**config.mk**
```make
export PLATFORM = sky130hd
export DESIGN_NAME = ss_display_scanner
export DESIGN_NICKNAME = d
export VERILOG_FILES = /design/src/rtl/ss_display_scanner.sv
export SDC_FILE = /design/constraint.sdc
export NUM_CORES = 1
export LEC_CHECK = 0
export CORE_MARGIN = 8
export CORE_UTILIZATION = 55
export CTS_CLUSTER_DIAMETER = 120
export DETAILED_ROUTE_END_ITERATION = 10
export HOLD_SLACK_MARGIN = 0.02
export PLACE_DENSITY = 0.85
export SYNTH_ARGS = -nofsm -noshare
export SYNTH_HDL_FRONTEND = slang
export SYNTH_SLANG_ARGS = --single-unit
```
**constraint.sdc**
```tcl
create_clock -name clk -period 2.6 [get_ports clk]
set_input_delay 0.52 -clock clk [delete_from_list [all_inputs] [get_ports clk]]
set_output_delay 0.52 -clock clk [all_outputs]
set_load 0.03 [all_outputs]
```
**src/rtl/ss_display_scanner.sv**
```systemverilog
// Time-multiplexed seven-segment scan controller: one BCD digit per slot, a
// blanking gap before each lit phase, leading-zero blanking and a per-frame snapshot.
module ss_display_scanner #(
  parameter int NUM_DIGITS   = 4,
  parameter int REFRESH_DIV  = 100000,
  parameter int BLANK_CYCLES = 2000
) (
  input  logic                    clk,
  input  logic                    reset,
  input  logic                    enable,
  input  logic [4*NUM_DIGITS-1:0] digits,
  input  logic [NUM_DIGITS-1:0]   dp_mask,
  input  logic                    blank_lz,
  output logic [3:0]              bin_out,
  output logic [NUM_DIGITS-1:0]   an,
  output logic                    dp,
  output logic                    frame_done
);

  localparam int IW        = (NUM_DIGITS > 1) ? $clog2(NUM_DIGITS) : 1;
  localparam int CW        = $clog2(REFRESH_DIV + 1);
  localparam int ON_CYCLES = REFRESH_DIV - BLANK_CYCLES;

  localparam logic [CW-1:0] BLANK_LAST = CW'(BLANK_CYCLES - 1);
  localparam logic [CW-1:0] ON_LAST    = CW'(ON_CYCLES - 1);
  localparam logic [IW-1:0] IDX_LAST   = IW'(NUM_DIGITS - 1);

  typedef enum logic [1:0] {
    S_IDLE  = 2'd0,
    S_BLANK = 2'd1,
    S_ON    = 2'd2
  } state_t;

  state_t                       state_q, state_d;
  logic [IW-1:0]                idx_q, idx_d;
  logic [CW-1:0]                cnt_q, cnt_d;
  logic [NUM_DIGITS-1:0][3:0]   snap_q, snap_d;
  logic [NUM_DIGITS-1:0]        sdp_q, sdp_d;
  logic                         wrap_s;
  logic                         lz_s;
  logic                         suppress_s;

  logic [3:0]                   bin_out_q, bin_out_d;
  logic [NUM_DIGITS-1:0]        an_q, an_d;
  logic                         dp_q, dp_d;
  logic                         frame_done_q, frame_done_d;

  always_ff @(posedge clk) begin
    if (reset) begin
      state_q      <= S_IDLE;
      idx_q        <= '0;
      cnt_q        <= '0;
      snap_q       <= '0;
      sdp_q        <= '0;
      bin_out_q    <= 4'd0;
      an_q         <= '1;
      dp_q         <= 1'b1;
      frame_done_q <= 1'b0;
    end else begin
      state_q      <= state_d;
      idx_q        <= idx_d;
      cnt_q        <= cnt_d;
      snap_q       <= snap_d;
      sdp_q        <= sdp_d;
      bin_out_q    <= bin_out_d;
      an_q         <= an_d;
      dp_q         <= dp_d;
      frame_done_q <= frame_done_d;
    end
  end

  always_comb begin
    state_d = state_q;
    idx_d   = idx_q;
    cnt_d   = cnt_q;
    snap_d  = snap_q;
    sdp_d   = sdp_q;
    wrap_s  = 1'b0;
    if (!enable) begin
      state_d = S_IDLE;
      idx_d   = '0;
      cnt_d   = '0;
    end else begin
      case (state_q)
        S_IDLE: begin
          state_d = S_BLANK;
          idx_d   = '0;
          cnt_d   = '0;
          snap_d  = digits;
          sdp_d   = dp_mask;
        end
        S_BLANK: begin
          if (cnt_q == BLANK_LAST) begin
            state_d = S_ON;
            cnt_d   = '0;
          end else begin
            cnt_d = cnt_q + CW'(1);
          end
        end
        S_ON: begin
          if (cnt_q == ON_LAST) begin
            state_d = S_BLANK;
            cnt_d   = '0;
            if (idx_q == IDX_LAST) begin
              idx_d  = '0;
              snap_d = digits;
              sdp_d  = dp_mask;
              wrap_s = 1'b1;
            end else begin
              idx_d = idx_q + IW'(1);
            end
          end else begin
            cnt_d = cnt_q + CW'(1);
          end
        end
        default: begin
          state_d = S_IDLE;
          idx_d   = '0;
          cnt_d   = '0;
        end
      endcase
    end
  end

  // Outputs are decoded from the next-state values so the registers line up with the FSM state.
  always_comb begin
    lz_s = 1'b1;
    for (int i = 0; i < NUM_DIGITS; i++) begin
      lz_s = lz_s & ~((i >= int'(idx_d)) && (snap_d[i] != 4'd0));
    end
    suppress_s   = blank_lz && (idx_d != '0) && lz_s;
    an_d         = '1;
    dp_d         = 1'b1;
    frame_done_d = wrap_s;
    if (state_d != S_IDLE) begin
      bin_out_d = snap_d[idx_d];
    end else begin
      bin_out_d = bin_out_q;
    end
    if ((state_d == S_ON) && !suppress_s) begin
      an_d[idx_d] = 1'b0;
      dp_d        = ~sdp_d[idx_d];
    end else begin
      an_d = '1;
      dp_d = 1'b1;
    end
  end

  assign bin_out    = bin_out_q;
  assign an         = an_q;
  assign dp         = dp_q;
  assign frame_done = frame_done_q;

endmodule
```
=== After elaboration in Yosys (flattened, before gate mapping) ===
Index checks and enable logic that the tools add are counted.

* Add/subtract/negate cells: 2
* Magnitude comparators: 5
* Equal/unequal tests: 6
* Mux-type cells: 26
* Bitwise operators: 13
* Reduce and logical (&&, ||, !) cells: 18

{| class="wikitable"
|+ Operator list
! cell !! number
|-
| 16-bit two-way mux || 3
|-
| 17-bit two-way mux || 2
|-
| 17-bit one-hot mux with 2 select lines || 1
|-
| 16-bit one-hot mux with 2 select lines || 1
|-
| 17-bit by 1-bit adder with 17-bit output (second input constant) || 1
|-
| 17-bit by 11-bit == test with 1-bit output (second input constant) || 1
|-
| 17-bit == test (second input constant) || 1
|-
| 4-bit two-way mux || 4
|-
| 4-bit nonzero test || 4
|-
| 2-bit two-way mux || 6
|-
| 1-bit NOT || 9
|-
| 4-bit binary-select mux with 2-bit select || 1
|-
| 4-bit one-hot mux with 2 select lines || 1
|-
| 1-bit logical AND || 7
|-
| 2-bit == test (second input constant) || 3
|-
| 2-bit one-hot mux with 3 select lines || 1
|-
| 1-bit by 2-bit greater-or-equal comparator with 1-bit output (first input constant) || 2
|-
| 4-bit NOT || 1
|-
| 2-bit one-hot mux with 2 select lines || 1
|-
| 2-bit nonzero test || 2
|-
| 2-bit OR reduction || 2
|-
| 4-bit OR reduction || 1
|-
| 1-bit AND || 3
|-
| 2-bit by 3-bit less-than comparator with 1-bit output (second input constant) || 1
|-
| 9 further kinds || 11
|}

* Bits in registers: 51
* Input port bits: 24
* Output and inout bits: 10
* Word-level logic and storage cells: 82

=== Longest topological paths before layout ===
* Depth in word-level cells: 16
* Depth in mapped cells: 11
* Gate-level depth less buffers: 9

=== Least setup slack after synthesis ===
No wires, ideal clock.

* Path type: flip-flop to flip-flop
* Start point: register cnt_q[0]
* End point: register an_q[1] (netlist: an[1])
* Arrival time: 2.222 ns
* Path slack: 0.244 ns
* Cell stages (with the launch flop): 10
* Clock period less this slack: 2.356 ns
* Path through: dfxtp_1 ha_1 and3_1 buf_2 and3_4 buf_8 a21bo_2 a31oi_1 nor4b_4 or4b_1

* Cells in the longest elaborated chain, start to end: 15
* Elaborated cells on any way between the ends: 43
* Those cells by class: order compare: 5; eq/ne: 3; mux: 12; bitwise: 9; reduce/logical: 14

{| class="wikitable"
|+ Ends and longest elaborated chain
! item !! line !! source
|-
| start: declaration || 36 || <nowiki>logic [CW-1:0] cnt_q, cnt_d;</nowiki>
|-
| start signal: assignment || 62 || <nowiki>cnt_q <= cnt_d;</nowiki>
|-
| 17-bit == test || 101 || <nowiki>if (cnt_q == ON_LAST) begin</nowiki>
|-
| 2-bit two-way mux or 16-bit two-way mux (tied branches) || 101 ||
|-
| 2-bit one-hot mux with 2 select lines or 16-bit one-hot mux with 2 select lines (tied branches) || 84 || <nowiki>case (state_q)</nowiki>
|-
| 2-bit two-way mux or 16-bit two-way mux (tied branches) || 79 || <nowiki>if (!enable) begin</nowiki>
|-
| 1-bit by 2-bit greater-or-equal comparator with 1-bit output or 4-bit nonzero test (tied branches) || 129 || <nowiki>lz_s = lz_s & ~((i >= int'(idx_d)) && (snap_d[i] != 4'd0));</nowiki>
|-
| 1-bit logical AND || 129 ||
|-
| 1-bit NOT || 129 ||
|-
| 1-bit AND (3 in series) || 129 ||
|-
| 1-bit logical AND || 131 || <nowiki>suppress_s = blank_lz && (idx_d != '0) && lz_s;</nowiki>
|-
| 1-bit logical NOT || 140 || <nowiki>if ((state_d == S_ON) && !suppress_s) begin</nowiki>
|-
| 1-bit logical AND || 140 ||
|-
| 1-bit NOT (no line) || -- ||
|-
| 2-bit OR reduction (no line) || -- ||
|-
| end signal: assignment || 66 || <nowiki>an_q <= an_d;</nowiki>
|-
| end: declaration || 44 || <nowiki>logic [NUM_DIGITS-1:0] an_q, an_d;</nowiki>
|}

Parallel ways exist; a longest one is shown, timed or not.
A chain may end at the register's enable or synchronous reset.

=== Worst setup path after layout ===
* Start point: input port enable
* End point: register an_q[1] (netlist: an[1])

* Cells in the longest elaborated chain, start to end: 12
* Elaborated cells on any way between the ends: 34
* Those cells by class: order compare: 5; eq/ne: 1; mux: 5; bitwise: 9; reduce/logical: 14

{| class="wikitable"
|+ Ends and longest elaborated chain
! item !! line !! source
|-
| start: declaration || 10 || <nowiki>input logic enable,</nowiki>
|-
| 2-bit two-way mux or 16-bit two-way mux (tied branches) || 79 ||
|-
| 1-bit by 2-bit greater-or-equal comparator with 1-bit output or 4-bit nonzero test (tied branches) || 129 ||
|-
| 1-bit logical AND || 129 ||
|-
| 1-bit NOT || 129 ||
|-
| 1-bit AND (3 in series) || 129 ||
|-
| 1-bit logical AND || 131 ||
|-
| 1-bit logical NOT || 140 ||
|-
| 1-bit logical AND || 140 ||
|-
| 1-bit NOT (no line) || -- ||
|-
| 2-bit OR reduction (no line) || -- ||
|}

Parallel ways exist; a longest one is shown, timed or not.

==> summary.txt <==
Hold Violations, Final - 0
Ant diodes - 0
DIE AREA - 0.007268 mm2
Initial Utilization - 56.59%
Ys async rst share - 0%
Final Cell Area - 0.003470 mm2
Vias - 2764
Area grow syn2layout - 31.55%
Yosys warnings - 0
Final worst slack - -0.01815 ns
Fill cells - 304
Congestion Overflow GR - 0
Status - finished, violations left
Drt total wl - 8.047 mm
Post-Place Worst Slack - -0.1866 ns
WS Path Type - in2reg
First-pass GRT wire length - 12.03 mm
Synth Flop Type - dfxtp_1
Worst hold start - cnt_q[0]$_SDFF_PP0_
Root buf cell - clkbuf_8
Slew HR - 61.49%
Num CTS Buffers - 5
#FFs+latches synth - 51
Die W - 85.25 um
Remaining antenna violation count - 0
Number of vias per cell - 6.443
Arr. time, crit path - 2.82 ns
Period utilization - 100.7%
WL/cell - 18.76 um
Clk_skew - 0.01240 ns
Largest net degree at the start of global routing - 28
Clock latency at the later pin of the worst-skew pair - 0.32 ns
Syn avg cell area - 8.619 um2
Footprint of the multi-input gates - 0.001579 mm2
Pre-antenna DRT Iters - 6
Vias in the first global route - 2571
Clock Pin Slew Worst Setup and Hold Paths - 0.10 ns
Post-synth EDFFs - 0
CTS Sinks - 51
Reg-to-Reg Start - idx_q[0]$_SDFF_PP0_
Core box area - 0.004661 mm2
GRT Overall Usage - 20.25%
CP endpoint kind - flop
Max Transition Viols Final - 0
Crit path launch - enable
Die Ht - 85.25 um
Core Rows - 25
DRC Markers - 0
Mapped cell area - 0.002638 mm2
# setup viols final - 1
Fin cells - 429
Dpl hpwl - 5.265 mm
DP Area - 0.003241 mm2
Gate Count Post-Synth - 306
Post-layout util - 74.44%
Mapped Nets - 336
Maximum VDD drop - 0.3741 mV
Startpoint types - input pin
Proportion of layout cells with a drive suffix above 1 - 22.13%
Pwr per Cell Area - 513.0 mW/mm2
Register area share after synthesis - 38.71%
Worst-path fanout max - 6
Pleak - 1.271 nW
Antenna violations before repair - 0
F_max - 0.3819 GHz
DRT iter0 DRCs - 306
Sequential cell area - 0.001022 mm2
Slew at the pin closest to its max-slew limit - 0.5739 ns
Reg-to-reg setup timing slack - -0.01 ns
TritonCTS clock tree - yes
Inst Count DP - 418
H-Tree Depth - 2
Synth unique cells - 60
Critical Path RT - 2.80 ns
I/O pin cnt - 34
Max cap viols - 0
Port buffer count - 33
Failing checks - negative setup slack
Net count, final - 404
Hold Path Class - reg2reg
Fin crit period - 2.618 ns
CTS max path bufs - 2
RePlAce Congestion - 0.9143
[through the flow]
step	TNS, ns	hold WS, ns	total power, mW
2_1_floorplan	0	0.4132	0.9604
5_1_grt	-0.2359	0.5109	1.816
3_3_place_gp	-0.1328	0.4271	1.086
3_5_place_dp	-0.5264	0.4450	1.092
4_1_cts	0	0.4613	1.747
6_report	-0.01815	0.4703	1.780
[synthesized netlist by cell type, drive strengths merged (7+ instances only)]
master  instances  area (um2)
clkbuf          8       30.03
a31oi           7       43.79
dfxtp          51        1021
nor2           46       172.7
nor3           13       70.07
inv             7       26.28
nand2          21       78.83
nand4           7       43.79
a22oi           8       60.06
xnor2           7       61.31
and3            7       48.80
o21ai          12       75.07
nand3          12       60.06
or2             7       46.30
a21oi          16       83.83
[placed cells by master (no fill, tap or decap), types with 2 or more instances in the layout]
cell,count
a211oi_1,3
nand3_1,11
nor4b_4,2
inv_1,7
clkbuf_8,5
nor3b_1,2
and3b_1,2
a21boi_0,2
mux2i_1,2
and3_1,5
and2_0,2
o21a_1,3
nand4_1,7
nor2_1,45
o211ai_1,2
o21ai_0,9
buf_4,41
o22ai_1,2
a22oi_1,8
ha_2,2
a311oi_1,2
xnor2_1,7
clkdlybuf4s50_1,33
ha_1,4
o32ai_1,2
a21oi_1,15
dfxtp_1,50
nand2b_1,5
nor3_1,12
o221ai_2,4
nand2_1,20
and2_1,4
or2_2,6
or3_1,4
a31oi_1,6
bufinv_16,2
xor2_1,6
[power by group]
| group | leakage (nW) | internal, mW | total, mW | switching (mW) |
|---|---|---|---|---|
| Sequential | 0.416 | 0.805 | 0.818 | 0.0124 |
| Clock | 0.0644 | 0.384 | 0.679 | 0.295 |
| Combinational | 0.791 | 0.138 | 0.283 | 0.145 |
[what timing repair did]
| item | 4_1_cts | 5_1_grt |
|---|---|---|
| buffers inserted | 0 | 3 |
| setup endpoints to repair | 0 | 2 |
| hold buffers | 0 | 0 |
| resized for setup | 0 | 15 |
[area by class of cell]
class	instances	area share, %
flip-flops and latches	51	29.46
repair buffers	74	18.39
well taps	54	1.947
multi-input cells	235	45.51
clock inverters	3	1.947
clock buffers	5	1.983
inverters	7	0.7573
[sequential cells by signal, indices dropped and copies added, names as in the netlist]
name / cells
an: 4
bin_out: 4
cnt_q: 17
dp: 1
frame_done: 1
idx_q: 2
sdp_q: 4
snap_q: 16
state_q: 2
[path summary, 6_finish.rpt]
kind                              end  cells after the start
setup reg to reg     an[1]$_SDFF_PP1_                      9
hold / removal    cnt_q[0]$_SDFF_PP0_                      1
hold reg to reg   cnt_q[0]$_SDFF_PP0_                      1
setup / recovery     an[1]$_SDFF_PP1_                      9
[worst max-delay path, cell delays in order]
cell and delay (ns):
clkdlybuf4s50_1 0.48, and2_1 0.18, nand4_1 0.12, buf_4 0.19
o21ai_4 0.26, a22oi_1 0.17, a41oi_2 0.30, a2111oi_4 0.09
or4b_1 0.49
[logic make-up after synthesis]
kind of cell / Yosys count / synth area share, %
and+or+nand+nor: 139 / 27.89
AOI/OAI and AO/OA: 75 / 21.44
DFF: 51 / 38.71
buffers and inverters: 20 / 4.032
xor gates and xnor gates: 13 / 4.317
adders and majority gates: 6 / 2.846
muxes: 2 / 0.7590
[per-layer routing]
layer,routed length (um),GRT usage (%),vias to the layer above
met5,0,0,-
met3,728,4.633,35
met1,3211,25.13,1284
li1,-,-,1255
met4,273,8.439,0
met2,3833,32.81,190
(Power assumes the default switching activity.)
